<file path="config.mk">
export PLATFORM = sky130hd
export DESIGN_NAME = mem_bus_arbiter_n
export DESIGN_NICKNAME = d
export VERILOG_FILES = /design/src/rtl/arb_pkg.sv /design/src/rtl/arb_priority_pick.sv /design/src/rtl/mem_bus_arbiter_n.sv
export SDC_FILE = /design/constraint.sdc
export NUM_CORES = 1
export LEC_CHECK = 0
export BUFFER_PORTS_ARGS = -buffer_cell sky130_fd_sc_hd__buf_2
export CAP_MARGIN = 40
export CORE_AREA = 2 2 158 160
export CTS_CLUSTER_DIAMETER = 200
export DETAILED_ROUTE_END_ITERATION = 7
export DIE_AREA = 0 0 160 162
export GPL_ROUTABILITY_DRIVEN = 0
export PLACE_DENSITY_LB_ADDON = 0.08
export SYNTH_ARGS = -nofsm -noshare
export SYNTH_HDL_FRONTEND = slang
export SYNTH_SLANG_ARGS = --single-unit
</file>
<file path="constraint.sdc">
create_clock -name clk -period 2.2 [get_ports clk]
set_input_delay 0.33 -clock clk [delete_from_list [all_inputs] [get_ports clk]]
set_output_delay 0.33 -clock clk [all_outputs]
set_load 0.01 [all_outputs]
</file>
<file path="src/rtl/arb_pkg.sv">
// Shared definitions for the memory bus arbiter: FSM state encoding and
// the width helper for port indices.
package arb_pkg;

  typedef enum logic [1:0] {
    IDLE = 2'b00,
    TX   = 2'b01,
    RX   = 2'b10,
    DONE = 2'b11
  } arb_state_t;

  // At least one bit so a two-port arbiter still has a usable index.
  function automatic int port_idx_w(input int n);
    return (n <= 2) ? 1 : $clog2(n);
  endfunction

endpackage

</file>
<file path="src/rtl/arb_priority_pick.sv">
// Combinational winner selection. Round-robin from ptr when
// ARB_ROUND_ROBIN_EN is defined, otherwise fixed priority (highest index wins).
module arb_priority_pick
  import arb_pkg::*;
#(
  parameter int NUM_PORTS = 4,
  parameter int IDX_W     = port_idx_w(NUM_PORTS)
) (
  input  logic [NUM_PORTS-1:0] req,
  input  logic [IDX_W-1:0]     ptr,
  output logic [NUM_PORTS-1:0] grant,
  output logic [IDX_W-1:0]     idx
);

`ifdef ARB_ROUND_ROBIN_EN
  logic found;
  int   p;

  always_comb begin
    idx   = '0;
    found = 1'b0;
    p     = 0;
    for (int k = 0; k < NUM_PORTS; k++) begin
      p = int'(ptr) + k;
      if (p >= NUM_PORTS) p = p - NUM_PORTS;
      if (!found && req[p]) begin
        found = 1'b1;
        idx   = IDX_W'(p);
      end
    end
  end
`else
  logic unused_ptr;
  assign unused_ptr = ^ptr;

  // Later assignments overwrite earlier ones, so the highest requester wins.
  always_comb begin
    idx = '0;
    for (int i = 0; i < NUM_PORTS; i++) begin
      if (req[i]) idx = IDX_W'(i);
    end
  end
`endif

  assign grant = (|req) ? (NUM_PORTS'(1) << idx) : '0;

endmodule

</file>
<file path="src/rtl/mem_bus_arbiter_n.sv">
// N-port memory bus arbiter with a single outstanding transaction and RX timeout.
// Define ARB_ROUND_ROBIN_EN for round-robin priority; default is fixed priority.
module mem_bus_arbiter_n
  import arb_pkg::*;
#(
  parameter int NUM_PORTS      = 4,
  parameter int ADDR_WIDTH     = 32,
  parameter int DATA_WIDTH     = 32,
  parameter int TIMEOUT_CYCLES = 255
) (
  input  logic                            clk,
  input  logic                            reset,
  input  logic                            flush,
  input  logic                            stall,
  input  logic [NUM_PORTS-1:0]            req_valid,
  input  logic [NUM_PORTS*ADDR_WIDTH-1:0] req_addr,
  input  logic [NUM_PORTS-1:0]            req_we,
  input  logic [NUM_PORTS*DATA_WIDTH-1:0] req_wdata,
  output logic [NUM_PORTS-1:0]            req_grant,
  output logic [NUM_PORTS-1:0]            rsp_valid,
  output logic                            rsp_err,
  output logic [DATA_WIDTH-1:0]           rsp_rdata,
  output logic                            mem_req_valid,
  output logic [ADDR_WIDTH-1:0]           mem_addr,
  output logic                            mem_we,
  output logic [DATA_WIDTH-1:0]           mem_wdata,
  input  logic [DATA_WIDTH-1:0]           mem_rdata,
  input  logic                            mem_data_valid
);

  localparam int          IDX_W = port_idx_w(NUM_PORTS);
  localparam logic [15:0] TMO   = 16'(TIMEOUT_CYCLES);

  arb_state_t           state;
  logic [IDX_W-1:0]     rr_ptr;
  logic [IDX_W-1:0]     pick_idx;
  logic [IDX_W-1:0]     owner;
  logic [NUM_PORTS-1:0] pick_grant;
  logic [15:0]          wait_cnt;
  logic                 data_seen;
  logic                 grant_fire;

  arb_priority_pick #(.NUM_PORTS(NUM_PORTS), .IDX_W(IDX_W)) u_pick (
    .req   (req_valid),
    .ptr   (rr_ptr),
    .grant (pick_grant),
    .idx   (pick_idx)
  );

  assign grant_fire = (state == IDLE) && (|req_valid) && !stall && !flush && !reset;
  assign req_grant  = grant_fire ? pick_grant : '0;

`ifdef ARB_ROUND_ROBIN_EN
  always_ff @(posedge clk) begin
    if (reset)
      rr_ptr <= '0;
    else if (grant_fire)
      rr_ptr <= (int'(pick_idx) == NUM_PORTS - 1) ? '0 : pick_idx + 1'b1;
  end
`else
  assign rr_ptr = '0;
`endif

  // data_seen remembers a response that arrived while stalled in RX.
  always_ff @(posedge clk) begin
    if (reset) begin
      state         <= IDLE;
      owner         <= '0;
      wait_cnt      <= '0;
      data_seen     <= 1'b0;
      rsp_valid     <= '0;
      rsp_err       <= 1'b0;
      rsp_rdata     <= '0;
      mem_req_valid <= 1'b0;
      mem_addr      <= '0;
      mem_we        <= 1'b0;
      mem_wdata     <= '0;
    end else begin
      rsp_valid <= '0;
      rsp_err   <= 1'b0;
      if (flush) begin
        state         <= IDLE;
        wait_cnt      <= '0;
        data_seen     <= 1'b0;
        mem_req_valid <= 1'b0;
      end else if (stall) begin
        if (state == RX && mem_data_valid && !data_seen) begin
          data_seen <= 1'b1;
          if (!mem_we) rsp_rdata <= mem_rdata;
        end
      end else begin
        case (state)
          IDLE: begin
            if (grant_fire) begin
              state         <= TX;
              owner         <= pick_idx;
              mem_req_valid <= 1'b1;
              mem_addr      <= req_addr[int'(pick_idx)*ADDR_WIDTH +: ADDR_WIDTH];
              mem_we        <= req_we[pick_idx];
              mem_wdata     <= req_we[pick_idx] ?
                               req_wdata[int'(pick_idx)*DATA_WIDTH +: DATA_WIDTH] : '0;
            end
          end
          TX: begin
            state    <= RX;
            wait_cnt <= '0;
          end
          RX: begin
            if (data_seen || mem_data_valid) begin
              state         <= DONE;
              data_seen     <= 1'b0;
              mem_req_valid <= 1'b0;
              rsp_valid     <= NUM_PORTS'(1) << owner;
              if (!data_seen && !mem_we) rsp_rdata <= mem_rdata;
            end else if (wait_cnt >= TMO) begin
              state         <= DONE;
              mem_req_valid <= 1'b0;
              rsp_valid     <= NUM_PORTS'(1) << owner;
              rsp_err       <= 1'b1;
            end else begin
              wait_cnt <= wait_cnt + 16'd1;
            end
          end
          DONE: begin
            state    <= IDLE;
            wait_cnt <= '0;
          end
          default: state <= IDLE;
        endcase
      end
    end
  end

endmodule

</file>
==> reports/qor.yml <==
clock_tree:
  cts_setup_buffers: 0
  clock-sinks: 124
  cts_buffers: 17
  cts_tree: "yes"
  clockBufferDepth: 2
  insertion_delay_ns: 0.42
  cts_hold_buf: 0
  clockRootBuffer: "clkbuf_16"
  cts_max_level: 4
  path_clk_slew_ns: 0.06
grt:
  antenna_found_initial: 2
  gr-total-overflow: 0
  grt_max_degree: 136
  grt_pass1_wl_um: 38800
  grt_pass1_vias: 6826
  track_usage_pct: 19.3
timing:
  finalSetupTns_ns: 0
  slew-limit-headroom_pct: 42.2
  fin_crit_sh_pct: 96.7
  slew_violations: 0
  rsz0062_at_grt: "yes"
  fmax_ghz: 0.470
  setup-violations-final: 0
  worst_slack_ns: 0.0733
  fin_skew_ns: 0.0109
  max_slew.worst_pin.slew_ns: 0.865
  hold_violations: 0
  period_minus_slack_ns: 2.13
logic_synthesis:
  yosysSeqAreaShare_pct: 37.9
  synthDistinctLibCells: 51
  syn_nets: 1126
  syn_area_per_cell_um2: 7.99
  synth_edf_count: 0
  yosys_warnings: 0
  async_reset_ff_share_pct: 0
  mappedNetlistArea_um2: 6550
  ys_ff_latch: 124
  synthCells: 819
  synth_ff_type: "dfxtp_1"
power:
  seqPwrFrac_pct: 37.2
  powerDensity_nw_per_um2: 647
  pwr-share-clk_pct: 48.0
  power.internal_w: 0.00458
  switchingPower_w: 0.00168
  swShare_pct: 26.9
  ir_drop_v: 0.000341
  total_leakage_power_nw: 4.65
  power_frac_comb_pct: 14.8
finish:
  drive_gt1_share_pct: 40.6
  nNetsFinal: 1517
  layout_common_cells: "buf_2, nand2_1, dfxtp_1"
  layout_commonest_cell: "buf_2"
  area_delta_synth_final_pct: 47.8
  num-fill-cells: 2630
  utilization_pct: 40.1
  stdcell_count: 1549
drt:
  drc_errors: 0
  drt_wl_total_um: 25900
  wl_per_cell_um: 16.7
  drt_first_pass_iters: 4
  vias: 7053
  drtIter0Drc: 395
  routed_via_density: 4.55
  postRouteAntennaNets: 0
worst_setup_path:
  start_kind: "flip-flop"
  critical_path_class: "reg2out"
  reg2reg_slack_ns: 0.17
  required_ns: 1.87
  arrival_ns: 1.80
  path_max_fanout: 5
  end_kind: "output pin"
min_path:
  hold_class: "in2reg"
run_status:
  status: "finished clean"
floorplan:
  rows: 57
  die_w_um: 160
  die_area_um2: 25900
  die_y_um: 162
  coreArea_um2: 24100
  start_util_pct: 27.2
  pin_count: 408
placement:
  dpl.hpwl_um: 20300
  placedCellCount: 1515
  numPortBuffers: 407
  dp_slack_ns: -0.225
job:
  drv_cap: 0
==> final cells by class <==
| type | count | area [um2] | area share, % |
|---|---|---|---|
| antenna | 2 | 5.00 | 0.0517 |
| clock buffer | 17 | 425 | 4.40 |
| clock inverter | 15 | 199 | 2.06 |
| inverter | 5 | 23.8 | 0.246 |
| multi-input combinational | 623 | 3810 | 39.3 |
| sequential | 124 | 2480 | 25.7 |
| tap | 324 | 405 | 4.19 |
| timing repair buffer | 439 | 2330 | 24.0 |
==> cells by family after synthesis <==
family          share of synthesized area [%]
compound gates                           22.1
xor+xnor                                0.401
fa+ha+maj                                1.15
buf+inv                                  4.72
flops                                    37.9
mux                                      15.0
simple gates                             18.7
==> worst paths after layout <==
| kind | start | endpoint | cells past startpoint |
|---|---|---|---|
| max | state[1] | req_grant[0] | 8 |
| min | mem_rdata[16] | rsp_rdata[16] | 3 |
| max reg2reg | wait_cnt[15] | wait_cnt[5] | 5 |
| min reg2reg | rsp_rdata[24] | rsp_rdata[24] | 2 |
==> critical path: stages, from the launching register on <==
cell     delay [ns]
dfxtp_2        0.34
inv_4          0.07
ha_4           0.15
nor4b_4        0.18
buf_4          0.16
nand2_2        0.05
nor4_2         0.15
buf_4          0.17
buf_6          0.11
==> flip-flops by register name, summed over array words and instances (netlist names) <==
register	flops
data_seen	1
mem_addr	32
mem_req_valid	1
mem_wdata	32
mem_we	1
owner	2
rsp_err	1
rsp_rdata	32
rsp_valid	4
state	2
wait_cnt	16
==> what timing repair did <==
| item | CTS | global route |
|---|---|---|
| gates cloned | 0 | 0 |
| gates resized for setup | 10 | 4 |
| setup endpoints to repair | 2 | 1 |
==> per-layer routing <==
| layer | vias to the layer above | global-route usage, % | wire (um) |
|---|---|---|---|
| li1 | 3709 | - | - |
| met1 | 3081 | 24.3 | 11300 |
| met2 | 241 | 32.2 | 12700 |
| met3 | 22 | 4.95 | 1530 |
| met4 | 0 | 6.31 | 427 |
| met5 | - | 0 | 0 |
==> power groups by stage <==
stage	logic [W]	registers, W	clock network [W]
final	0.000925	0.00233	0.00301
after global placement	0.000933	0.00238	0
after global routing	0.00103	0.00234	0.00320
after detailed placement	0.000931	0.00238	0
after CTS	0.000938	0.00233	0.00311
after floorplan	0.000439	0.00240	0
==> stage by stage <==
step	instance area (um2)	total power (W)	hold slack [ns]
after floorplan	6550	0.00284	0.426
after global placement	9000	0.00331	0.440
after detailed placement	9000	0.00331	0.444
after CTS	9660	0.00638	0.121
after global routing	9670	0.00657	0.130
final	9680	0.00627	0.148
==> cell usage after synthesis (all sizes together), types with 6 or more instances <==
cell	number	area share [%]
nand3	9	0.69
ha	6	1.1
nor3	8	0.69
clkbuf	41	2.4
a21oi	77	5.9
a22o	32	4.3
a211oi	34	3.9
mux2i	97	15
nand2	144	8.3
buf	26	2.1
o21ai	71	5.5
dfxtp	124	38
and3	7	0.67
nor2	82	4.7
Power figures use the tool's default switching activity.
